`src/rtl/sdram_port_arbiter.sv`:
```
// Round-robin arbiter sharing one sdram_controller among NUM_PORTS clients.
// One transaction in flight at a time; completions are routed back to the owning port.
module sdram_port_arbiter #(
  parameter int NUM_PORTS      = 4,
  parameter int ADDRESS_WIDTH  = 24,
  parameter int DATA_WIDTH     = 16,
  parameter int QUIESCE_CYCLES = 64
) (
  input  logic                               clk,
  input  logic                               reset,
  input  logic [2*NUM_PORTS-1:0]             p_command,
  input  logic [ADDRESS_WIDTH*NUM_PORTS-1:0] p_address,
  input  logic [DATA_WIDTH*NUM_PORTS-1:0]    p_write_data,
  output logic [NUM_PORTS-1:0]               p_ready,
  output logic [NUM_PORTS-1:0]               p_write_done,
  output logic [NUM_PORTS-1:0]               p_read_valid,
  output logic [DATA_WIDTH-1:0]              p_read_data,
  output logic [$clog2(NUM_PORTS)-1:0]       grant,
  output logic                               busy,
  output logic [1:0]                         command,
  output logic [ADDRESS_WIDTH-1:0]           data_address,
  output logic [DATA_WIDTH-1:0]              data_write,
  input  logic [DATA_WIDTH-1:0]              data_read,
  input  logic                               data_read_valid,
  input  logic                               data_write_done
);

  localparam int PW = $clog2(NUM_PORTS);
  localparam int CW = $clog2(QUIESCE_CYCLES + 1);

  localparam logic [1:0] QUIESCE   = 2'd0;
  localparam logic [1:0] ARB       = 2'd1;
  localparam logic [1:0] ISSUE     = 2'd2;
  localparam logic [1:0] READ_DATA = 2'd3;

  localparam logic [1:0] CMD_IDLE  = 2'd0;
  localparam logic [1:0] CMD_WRITE = 2'd1;
  localparam logic [1:0] CMD_READ  = 2'd2;

  logic [1:0]               state;
  logic [PW-1:0]            pointer;
  logic [CW-1:0]            quiesce_count;

  logic                     found;
  logic [PW-1:0]            winner;
  logic [1:0]               winner_cmd;
  logic [ADDRESS_WIDTH-1:0] winner_addr;
  logic [DATA_WIDTH-1:0]    winner_data;
  int                       scan;

  assign busy = (state != ARB);

  // Scan upward from the pointer with wrap; command value 3 never qualifies.
  always_comb begin
    found       = 1'b0;
    winner      = pointer;
    winner_cmd  = CMD_IDLE;
    winner_addr = '0;
    winner_data = '0;
    scan        = 0;
    for (int i = 0; i < NUM_PORTS; i++) begin
      scan = int'(pointer) + i;
      if (scan >= NUM_PORTS) scan = scan - NUM_PORTS;
      if (!found && (p_command[2*scan +: 2] == CMD_WRITE ||
                     p_command[2*scan +: 2] == CMD_READ)) begin
        found       = 1'b1;
        winner      = PW'(scan);
        winner_cmd  = p_command[2*scan +: 2];
        winner_addr = p_address[ADDRESS_WIDTH*scan +: ADDRESS_WIDTH];
        winner_data = p_write_data[DATA_WIDTH*scan +: DATA_WIDTH];
      end
    end
  end

  always_ff @(posedge clk or posedge reset) begin
    if (reset) begin
      state         <= QUIESCE;
      pointer       <= '0;
      quiesce_count <= CW'(QUIESCE_CYCLES);
      grant         <= '0;
      command       <= CMD_IDLE;
      data_address  <= '0;
      data_write    <= '0;
      p_ready       <= '0;
      p_write_done  <= '0;
      p_read_valid  <= '0;
      p_read_data   <= '0;
    end else begin
      p_ready      <= '0;
      p_write_done <= '0;
      p_read_valid <= '0;
      case (state)
        // The controller is not reset, so wait until it has been silent long enough.
        QUIESCE: begin
          if (data_read_valid || data_write_done) begin
            quiesce_count <= CW'(QUIESCE_CYCLES);
          end else if (quiesce_count == '0) begin
            state <= ARB;
          end else begin
            quiesce_count <= quiesce_count - 1'b1;
          end
        end
        ARB: begin
          if (found) begin
            grant           <= winner;
            command         <= winner_cmd;
            data_address    <= winner_addr;
            data_write      <= winner_data;
            p_ready[winner] <= 1'b1;
            pointer         <= (int'(winner) == NUM_PORTS - 1) ? '0 : winner + 1'b1;
            state           <= ISSUE;
          end
        end
        // Command stays asserted until completion so refresh stalls are absorbed.
        ISSUE: begin
          if (command == CMD_WRITE && data_write_done) begin
            command             <= CMD_IDLE;
            p_write_done[grant] <= 1'b1;
            state               <= ARB;
          end else if (command == CMD_READ && data_read_valid) begin
            command             <= CMD_IDLE;
            p_read_valid[grant] <= 1'b1;
            p_read_data         <= data_read;
            state               <= READ_DATA;
          end
        end
        READ_DATA: begin
          if (data_read_valid) begin
            p_read_valid[grant] <= 1'b1;
            p_read_data         <= data_read;
          end else begin
            state <= ARB;
          end
        end
        default: state <= QUIESCE;
      endcase
    end
  end

endmodule

```
`config.mk`:
```
export PLATFORM = sky130hd
export DESIGN_NAME = sdram_port_arbiter
export DESIGN_NICKNAME = d
export VERILOG_FILES = /design/src/rtl/sdram_port_arbiter.sv
export SDC_FILE = /design/constraint.sdc
export NUM_CORES = 1
export LEC_CHECK = 0
export CORE_MARGIN = 2
export CORE_UTILIZATION = 40
export DETAILED_ROUTE_END_ITERATION = 7
export PLACE_DENSITY = 0.69
export SLEW_MARGIN = 40
export SYNTH_ARGS = -nofsm -noshare
export SYNTH_HDL_FRONTEND = slang
export SYNTH_SLANG_ARGS = --single-unit
```
`constraint.sdc`:
```
create_clock -name clk -period 5.66 [get_ports clk]
set_input_delay 0.566 -clock clk [delete_from_list [all_inputs] [get_ports clk]]
set_output_delay 0.566 -clock clk [all_outputs]
set_load 0.05 [all_outputs]
```
* Word-level counts from Yosys, hierarchy flattened
Index checks and enable logic that the tools add are counted.
Word-level totals: register bits after elaboration 83, input port bits 188, output and inout port bits 73, logic and storage cells 146
Cells by class: $add $sub $neg 9, multipliers 4, order comparisons 8, equal/unequal tests 24, shift operators 12, muxes and demuxes 54, reduce and logical (&&, ||, !) cells 24
Operators by type and width (number):
- $shiftx A96 B32 Y24 | 4
- $shiftx A64 B32 Y16 | 4
- $mul A3 B32 Y29 const A | 4
- $mux W32 | 4
- $shiftx A8 B32 Y2 | 4
- $mux W16 | 7
- $mux W24 | 4
- $mux W2 | 18
- $pmux W16 S2 | 1
- $mux W4 | 7
- $ne A2 B2 Y1 const B | 8
- $eq A2 B1 Y1 const B | 7
- $eq A2 B2 Y1 const B | 7
- $mux W7 | 2
- $sub A3 B3 Y4 const B | 3
- $ge A3 B3 Y1 const B | 3
- $pmux W2 S4 | 1
- $pmux W4 S2 | 1
- $logic_and A1 B1 Y1 | 7
- $logic_not A7 Y1 | 1
- $sub A7 B1 Y7 const B | 1
- $add A2 B2 Y3 const B | 2
- $lt A2 B3 Y1 const B | 2
- $mux W1 | 6
- other kinds (17) | 27

* Depth between registers and ports, before layout
word-level depth 21, gate-level depth with buffers 19, mapped depth without buffers 12

* Worst setup path after synthesis
No wires, ideal clock.
kind register to register, start reg pointer[0], end reg data_address[10], library setup time 0.067 ns, arrival time 4.444 ns, data required time 5.593 ns, slack 1.149 ns, stages on the path, launching flop included 20, buffers on the path 7, period minus slack after synthesis 4.511 ns, cell sequence dfrtp_1 -> inv_2 -> buf_2 -> buf_1 -> buf_1 -> ha_1 -> buf_2 -> inv_1 -> buf_2 -> buf_1 -> nor2_1 -> ha_1 -> or4b_2 -> clkbuf_1 -> a211oi_1 -> a31oi_1 -> a21oi_1 -> nor3_1 -> a211oi_1 -> a221o_1
Between the ends: word-level cells in the longest chain between the ends 16, elaborated cells between the ends (all ways) 54, classes of those cells add/sub (7); mul (4); order compare (4); eq/ne (8); shift (8); mux (12); reduce/logical (11)
Ends and longest elaborated chain:
- start: declaration | line 41 | logic [PW-1:0] pointer;
- start signal: assignment | line 110 | pointer <= (int'(winner) == NUM_PORTS - 1) ? '0 : winner + 1'b1;
- parallel branches: the longest is 16 deep, another holds $mul A3 B32 Y29
- end signal: assignment | line 107 | data_address <= winner_addr;
- end: declaration | line 21 | output logic [ADDRESS_WIDTH-1:0] data_address,
Several ways; the timed one is not identified. A chain may end at the register's enable or synchronous reset.

* Worst setup path in the final report
start reg pointer[0], end reg data_address[19]
Same word-level chain as after synthesis.

==> metrics <==
CP required=slightly below 6 ns; Hold Path Class=register to register; CP arrival=4.69 ns; dpl cell area=approximately 17000 um^2; adder-cell area share of the yosys netlist=under 10%; Mapped Area=14100 um^2; Synth Area in Compound Gates=27.4%; row count=a little under 70; Setup Viol. Count Final=0; first-pass GRT wire length=around 94000 um; # resized after CTS=0; H-Tree Level Count=3; Starting Density=40.7%; die area=~37000 um^2; Num CTS Buffers=9; dominant cell type by area after synthesis=dfrtp_1; critical path class=register to register; Max Cap Viol=0; Post-synth EDFFs=0; Simple-Gate Fraction of Synth Area=between 10% and 20%; fraction of layout cells with a size suffix above 1=roughly 12%; Final Cell Area=17100 um^2; Clock Skews=approximately 0.016 ns; routed wl met3=roughly 8200 um; Routed WL=between 60000 and 70000 um; startpoint types=register; initial antenna violation count=3; RSZ-0062 raised after global routing=false; Worst-Margin Slew=0.977 ns; area grow syn2layout=21.9%; core area=between 30000 and 40000 um^2; Seq/Total Area, Yosys=~15%; CTS root buf=clkbuf_16; number of vias per cell=approximately 6.9; vias in the first global route=about 15000; #FFs+latches synth=83; routed wire length per instance=26.6 um; syn nets=1996; clk_lat worst skew=~0.37 ns; hold_ws=a little over 0.5 ns; clock-pin transition on the worst setup and hold timing paths=0.08 ns; Syn Area/Cell=about 8 um^2; post-synthesis async set-or-reset flop share=100%; mux cell area share after synthesis=approximately 29%; most frequent cells after synthesis=nand2_1 (218), nor2_1 (163), mux2i_1 (154); Mapped Cells=between 1500 and 2000; most frequent cell after synthesis=nand2_1; drt initial violations=between 2000 and 3000; Max Slew Vio Count=0; Synthesis Warnings=0; Total Routing Usage GR=between 30% and 40%; number of hold buffers added after CTS=0; Yosys top cell area share=approximately 15%; Final Hold Vio Count=0; clk buf depth=2; CTS tree=done; crit end category=register; Die W=roughly 190 um; Netlist cell types=84; Max Used Layer=met5; Num Clock Sinks=83; Final Net Count=2131; overflow left after global routing=0; ys flop type=dfrtp_1; port bufs=260; status=completed; M1 WL=around 25000 um; f_max=about 0.22 GHz; Post-DP HPWL=around 45000 um; Die H=around 190 um; Boundary Pins=between 200 and 300; Synth Area in XOR/XNOR=less than 1%; max_slew headroom=a little over a third; CP Max Fanout=roughly 50; largest net degree at the start of global routing=~150; met2 wire len=about 27000 um; minimum clock period after layout=4.46 ns; Tcrit/Tclk final=about four fifths; remaining antenna violation count after routing=0; setup TNS=0 ns; Area contributors post-synth=dfrtp_1 (15%), mux4_2 (14%), mux2i_1 (11%), nand2_1 (5.8%), mux2_2 (4.8%); combinational family with the most area after synthesis=multiplexers; DRC Markers=0; Vias=16400; GPL Wtd Cong=~1; Setup Buffers After CTS=0; 1st-pass router iterations=7
sequential cells by signal, indices dropped and copies added (netlist names), 4 cells and up:
name and cells:
data_address 24, quiesce_count 7, p_write_done 4, data_write 16, p_ready 4, p_read_data 16, p_read_valid 4
cell families (layout without fill, tap and decap cells):
logic type	Yosys count	count (layout)
muxes	299	299
other	1	2
AOI/OAI and AO/OA	572	572
buffers and inverters	212	352
xor gates and xnor gates	11	11
adders and majority gates	20	20
and+or+nand+nor	590	590
DFF	83	83
cells in the final DEF (no fill, tap or decap), drive strengths merged, types with 8 or more instances in the layout:
master         Yosys  routed
buf              102      42
o21ai            108     108
or2                9       9
mux2i            154     154
o41ai              8       8
o31ai              9       9
o211ai            24      24
nor2             164     164
xnor2              9       9
nor3b              8       8
a22oi             29      29
a32oi             13      13
ha                20      20
o221ai            13      13
mux2              60      60
nand2            219     219
a21o              12      12
clkdlybuf4s50      0     260
nand2b            26      26
clkinv             3       9
nand3             52      52
nor4              10      10
clkbuf            76       9
a211o              9       9
a21oi            112     112
nor2b             21      21
a221oi            11      11
a211oi            51      51
and2              18      18
dfrtp             82      82
inv               31      32
a31oi             48      48
nor3              33      33
o22ai             40      40
mux4              85      85
cell type report:
class                           instances  area [um^2]
Tap cell                              455          569
Antenna cell                            1         2.50
Timing Repair Buffer                  302         2960
Multi-Input combinational cell       1493        11100
Clock inverter                          7         81.3
Clock buffer                            9          225
Fill cell                            3399        17400
Sequential cell                        83         2080
Inverter                               34          130
critical path, cell delays in order (launching register included):
cell      delay [ns]
dfrtp_4         0.76
clkinv_2        0.25
ha_4            0.33
inv_1           0.09
buf_4           0.54
nor2_1          0.17
ha_1            0.38
nor4bb_1        0.17
a21o_1          0.21
a32o_1          0.32
nand4_1         0.35
o21ai_0         0.14
o311ai_0        0.46
o211ai_1        0.15
worst paths after layout:
path	start	to	slack [ns]	depth (start not counted)
max	pointer[0]	data_address[19]	1.20	13
min reg2reg	data_write[4]	data_write[4]	0.50	2
max in group asynchronous	reset	data_address[23]	4.15	3
min	data_write[4]	data_write[4]	0.50	2
min in group asynchronous	reset	data_address[8]	0.59	2
max reg2reg	pointer[0]	data_address[19]	1.20	13
metal layers:
metal | vias to the layer above | GRT usage, %
li1 | 7131 | -
met1 | 7846 | 46.8
met2 | 1212 | 49.6
met3 | 221 | 8.10
met4 | 2 | 14.4
met5 | - | 0
metrics by stage:
stage                     std cells  worst slack (ns)  util (%)
after CTS                      2383              1.22      49.6
after floorplan                1788              1.15         -
after global placement         2366              1.25      48.5
after global routing           2384             0.865      49.6
after detailed placement       2367              1.23      48.7
final                          2384              1.20      49.6
Power is not shown: default switching activity piles up to over one toggle a cycle in this logic, so the estimate is an artifact.
